==> config.mk <==
export PLATFORM = sky130hd
export DESIGN_NAME = reset_controller_flat
export DESIGN_NICKNAME = d
export VERILOG_FILES = /design/src/rtl/reset_controller_if.sv /design/src/rtl/reset_controller.sv /design/src/flat_wrapper.sv
export SDC_FILE = /design/constraint.sdc
export NUM_CORES = 1
export LEC_CHECK = 0
export CORE_AREA = 2 2 39 41
export CTS_BUF_LIST = sky130_fd_sc_hd__clkbuf_8
export DETAILED_ROUTE_END_ITERATION = 7
export DIE_AREA = 0 0 41 43
export GPL_ROUTABILITY_DRIVEN = 1
export PLACE_DENSITY = 0.73
export SYNTH_ARGS = -nofsm -noshare
export SYNTH_HDL_FRONTEND = slang
export SYNTH_SLANG_ARGS = --single-unit
==> constraint.sdc <==
create_clock -name Clock -period 1.65 [get_ports Clock]
set_clock_uncertainty 0.05 [all_clocks]
set_input_delay 0.165 -clock Clock [delete_from_list [all_inputs] [get_ports Clock]]
set_output_delay 0.165 -clock Clock [all_outputs]
set_load 0.005 [all_outputs]
==> src/rtl/reset_controller_if.sv <==
// reset_controller_if: software-reset handshake and chip reset status bundle.
interface reset_controller_if;
    logic       SwResetReq;
    logic       SysReset;
    logic       Ready;
    logic       SwResetAck;
    logic [1:0] ResetCause;
    modport master (output SwResetReq, input SysReset, Ready, SwResetAck, ResetCause);
    modport slave (input SwResetReq, output SysReset, Ready, SwResetAck, ResetCause);
endinterface

==> src/rtl/reset_controller.sv <==
// reset_controller: async-assert/sync-release chip reset with stretch and software reset.
module reset_controller #(
    parameter int SYNC_STAGES = 2,
    parameter int HOLD_CYCLES = 16,
    parameter int SW_HOLD     = 4
) (
    input  logic               Clock,
    input  logic               Reset,
    reset_controller_if.slave  bus
);
    localparam int MAXV = HOLD_CYCLES > SW_HOLD ? HOLD_CYCLES : SW_HOLD;
    localparam int CW = MAXV > 1 ? $clog2(MAXV) : 1;
    localparam logic [CW-1:0] CMAX = CW'(MAXV - 1);
    localparam logic [CW-1:0] HMAX = CW'(HOLD_CYCLES - 1);
    localparam logic [CW-1:0] SMAX = CW'(SW_HOLD - 1);
    typedef enum logic [2:0] {ASSERT, SYNC, HOLD, RUN, SWRST} state_t;
    state_t                 state;
    logic [SYNC_STAGES-1:0] sync;
    logic [CW-1:0]          cnt;
    always_ff @(posedge Clock or posedge Reset) begin
        if (Reset) begin
            state          <= ASSERT;
            sync           <= '0;
            cnt            <= '0;
            bus.SysReset   <= 1'b1;
            bus.Ready      <= 1'b0;
            bus.SwResetAck <= 1'b0;
            bus.ResetCause <= 2'b01;
        end else begin
            sync           <= {sync[SYNC_STAGES-2:0], 1'b1};
            bus.SwResetAck <= 1'b0;
            cnt            <= cnt == CMAX ? cnt : cnt + CW'(1);
            case (state)
                ASSERT: state <= SYNC;
                // last stage becomes 1 on this edge
                SYNC: if (sync[SYNC_STAGES-2]) begin
                    state <= HOLD;
                    cnt   <= '0;
                end
                HOLD: if (cnt == HMAX) begin
                    state        <= RUN;
                    bus.SysReset <= 1'b0;
                    bus.Ready    <= 1'b1;
                end
                RUN: if (bus.SwResetReq) begin
                    state          <= SWRST;
                    cnt            <= '0;
                    bus.SysReset   <= 1'b1;
                    bus.Ready      <= 1'b0;
                    bus.SwResetAck <= 1'b1;
                    bus.ResetCause <= 2'b10;
                end
                SWRST: if (cnt >= SMAX && !bus.SwResetReq) begin
                    state        <= RUN;
                    bus.SysReset <= 1'b0;
                    bus.Ready    <= 1'b1;
                end
                default: state <= ASSERT;
            endcase
        end
    end
endmodule

==> src/flat_wrapper.sv <==
// flat-port wrapper written by rule: the top's interface ports become plain ports
module reset_controller_flat 
#(
    parameter int SYNC_STAGES = 2,
    parameter int HOLD_CYCLES = 16,
    parameter int SW_HOLD     = 4
)
  (Clock, Reset, bus_SwResetReq, bus_SysReset, bus_Ready, bus_SwResetAck, bus_ResetCause);
  reset_controller_if bus_i ();
  input  logic Clock;
  input  logic Reset;
  input wire logic [$bits(bus_i.SwResetReq)-1:0] bus_SwResetReq;
  output wire logic [$bits(bus_i.SysReset)-1:0] bus_SysReset;
  output wire logic [$bits(bus_i.Ready)-1:0] bus_Ready;
  output wire logic [$bits(bus_i.SwResetAck)-1:0] bus_SwResetAck;
  output wire logic [$bits(bus_i.ResetCause)-1:0] bus_ResetCause;
  assign bus_i.SwResetReq = bus_SwResetReq;
  assign bus_SysReset = bus_i.SysReset;
  assign bus_Ready = bus_i.Ready;
  assign bus_SwResetAck = bus_i.SwResetAck;
  assign bus_ResetCause = bus_i.ResetCause;
  reset_controller #(.SYNC_STAGES(SYNC_STAGES), .HOLD_CYCLES(HOLD_CYCLES), .SW_HOLD(SW_HOLD)) u_core (.Clock(Clock), .Reset(Reset), .bus(bus_i));
endmodule
==> impl_metrics.csv <==
group,metric,value,unit
final_layout,final_common_cell,"dfrtp_1",
routing,drtIter0Drc,9,
floorplanning,ioPinCount,8,
floorplanning,die-area,1760,µm²
worst_setup_path,worstPathRequired,1.74,ns
hold_path,hold_path.class,"input port to asynchronous set/reset pin",
worst_setup_path,cp_max_fo,7,
placed_design,placed_cells,82,
routing,postRouteAntennaNets,0,
power_and_ir_drop,clockPowerShare,0.213,
power_and_ir_drop,seqPwrFrac,0.453,
sta,drv_slew,0,
sta,fin_crit,1.51,ns
floorplanning,core_area,1380,µm²
final_layout,layout.cells.non_filler,86,
yosys,yosysWarnings,0,
yosys,async_flop_share,1.00,
routing,drc_errors,0,
cts,cts_sinks,13,
sta,post-route-period-util,0.915,
cts,post_cts_resized,0,
global_route,grt_pass1_vias,440,
sta,finalHoldViolCount,0,
yosys,synth_edf_count,0,
cts,hold_buffers,0,
worst_setup_path,critPathLaunchType,"flip-flop",
power_and_ir_drop,ir_drop,0.869,mV
cts,cts_setup_buffers,0,
global_route,grt_overflow_total,0,
cts,path_clk_slew,0.05,ns
worst_setup_path,reg2reg_from,"u_core.cnt[0]",
routing,dr.pass1.iters,4,
final_layout,area_growth,20.3,%
routing,drt-total-wl,1.11,mm
power_and_ir_drop,intPower,0.831,mW
yosys,yosys_most_used_dff,"dfrtp_1",
placed_design,place_hpwl,785,µm
routing,avgRoutedWirePerCell,12.9,µm
cts,clockBufferDepth,2,
final_layout,final_cell_mix,"11 x dfrtp_1, 7 x nor2_1, 7 x clkdlybuf4s50_1, 4 x nor3_1, 4 x inv_1",
worst_setup_path,r2r-end,"u_core.state[2]",
worst_setup_path,r2r_slack,0.14,ns
global_route,grt_max_degree,14,
yosys,synthDistinctLibCells,30,
sta,fin_tns_setup,0,ns
cts,numCtsBuffers,3,
floorplanning,row_count,14,
worst_setup_path,path_cells,"ha_1, nor3_1, nor2_1, o31ai_1",
floorplanning,die_w,41,µm
final_layout,n_antenna_cell,0,
worst_setup_path,crit_path_top_delay_cell,"dfrtp_1",
cts,clockRootBuffer,"clkbuf_8",
final_layout,fin_util,0.546,
worst_setup_path,path_buf_inv,0,
global_route,grt_usage,0.160,
global_route,grt_pass1_wl,1.83,mm
worst_setup_path,cp-end-kind,"flip-flop",
worst_setup_path,critPathKind,"flip-flop to flip-flop",
sta,setup_viol,0,
worst_setup_path,cp_num_cells,4,
worst_setup_path,critPathMaxStageDelay,0.41,ns
placed_design,place_congestion,0.741,
job,drv_cap,0,
sta,max_freq,663,MHz
yosys,synth.avg_cell_area,10.5,µm²
worst_setup_path,reg2reg_depth,4,
yosys,syn_inst,60,
power_and_ir_drop,comb_power_share,0.334,
routing,via_count,477,
routing,vias_per_cell,5.55,
power_and_ir_drop,leakage,0.332,nW
yosys,ys_seq_area_frac,0.522,
cts,cts_tree,"built",
final_layout,drive_above_1_share,0.114,
global_route,antenna_found_initial,0,
floorplanning,dieHeight,43,µm
power_and_ir_drop,p_sw_frac,0.354,
sta,whs,0.192,ns
power_and_ir_drop,finalPower,1.29,mW
outcome,status,"completed",
power_and_ir_drop,power.density,1700,nW/µm²
worst_setup_path,crit_arrival,1.60,ns
yosys,syn-num-nets,64,
sta,rsz0062_at_grt,"false",
power_and_ir_drop,netSwitchingPower,0.456,mW
cts,h-tree-depth,1,
worst_setup_path,cpLargestDelayFamily,"simple AND/OR/NAND/NOR gates",
placed_design,place.port_buffers,7,
yosys,syn_area,628,µm²
cts,clk_latency,0.24,ns
final_layout,nets,75,
yosys,ys_ff_latch,13,
floorplanning,start_util,0.454,
## registers in the layout, summed over array words and instances, names as in the netlist
| register | count |
|---|---|
| u_core.cnt | 4 |
| u_core.state | 3 |
| u_core.bus.Ready | 1 |
| u_core.bus.SwResetAck | 1 |
| u_core.bus.SysReset | 1 |
| u_core.bus.ResetCause | 2 |
| u_core.sync | 1 |
## power by group through the flow
stage	combinational (mW)	sequential, mW	clock, mW
2_1_floorplan	0.398	0.504	0
4_1_cts	0.430	0.582	0.282
3_3_place_gp	0.415	0.584	0
5_1_grt	0.480	0.603	0.296
3_5_place_dp	0.428	0.588	0
6_report	0.430	0.582	0.274
## final cells by class
| type | count | area [µm²] |
|---|---|---|
| fillers | 130 | 628 |
| well taps | 16 | 20.0 |
| multi-input cells | 41 | 267 |
| inverters | 3 | 11.3 |
| flip-flops and latches | 13 | 328 |
| repair buffers | 9 | 85.1 |
| clock inverters | 1 | 3.75 |
| clock buffers | 3 | 41.3 |
## cells in the mapped netlist (all sizes together), types with 2 or more instances
cell type | instances | share of area
buf | 2 | 0.030
nand4b | 2 | 0.028
nand2 | 2 | 0.012
nand3 | 2 | 0.016
nand2b | 2 | 0.020
dfrtp | 11 | 0.44
mux2i | 2 | 0.032
a31oi | 2 | 0.020
inv | 3 | 0.018
dfstp | 2 | 0.084
o22ai | 2 | 0.020
and2 | 2 | 0.020
nor2 | 7 | 0.042
nor3 | 4 | 0.032
## how the worst max path moves through the flow
stage / start / to / slack, ns
finish: u_core.cnt[0] / u_core.state[2] / 0.14
global route: u_core.cnt[0] / u_core.state[2] / 0.02
CTS: u_core.cnt[0] / u_core.state[2] / 0.16
detailed placement: bus_SwResetReq / u_core.bus.Ready / 0.09
global placement: bus_SwResetReq / u_core.bus.Ready / 0.14
floorplan: u_core.state[1] / u_core.bus.Ready / 0.28
## layer usage
layer | routed length, µm | track usage | vias to the layer above
li1 | - | - | 233
met1 | 516 | 0.203 | 232
met2 | 545 | 0.228 | 10
met3 | 37 | 0.0314 | 2
met4 | 11 | 0.120 | 0
met5 | 0 | 0 | -
## kinds of logic after synthesis
family | count (synthesis) | share of synthesized area
adder cells (fa/ha/maj) | 1 | 0.0199
multiplexers | 2 | 0.0319
buffers and inverters | 6 | 0.0538
flip-flops | 13 | 0.522
other | 1 | 0.00597
XOR/XNOR | 1 | 0.0139
AND/OR/NAND/NOR | 24 | 0.217
AO/OA/AOI/OAI | 12 | 0.135
## stage by stage
step,area [µm²],worst slack (ns)
after floorplan,628,0.285
after CTS,756,0.156
after detailed placement,711,0.0933
after global placement,711,0.139
final,756,0.141
after global routing,756,0.0248
Note: power is estimated with default switching activity, not from simulation.
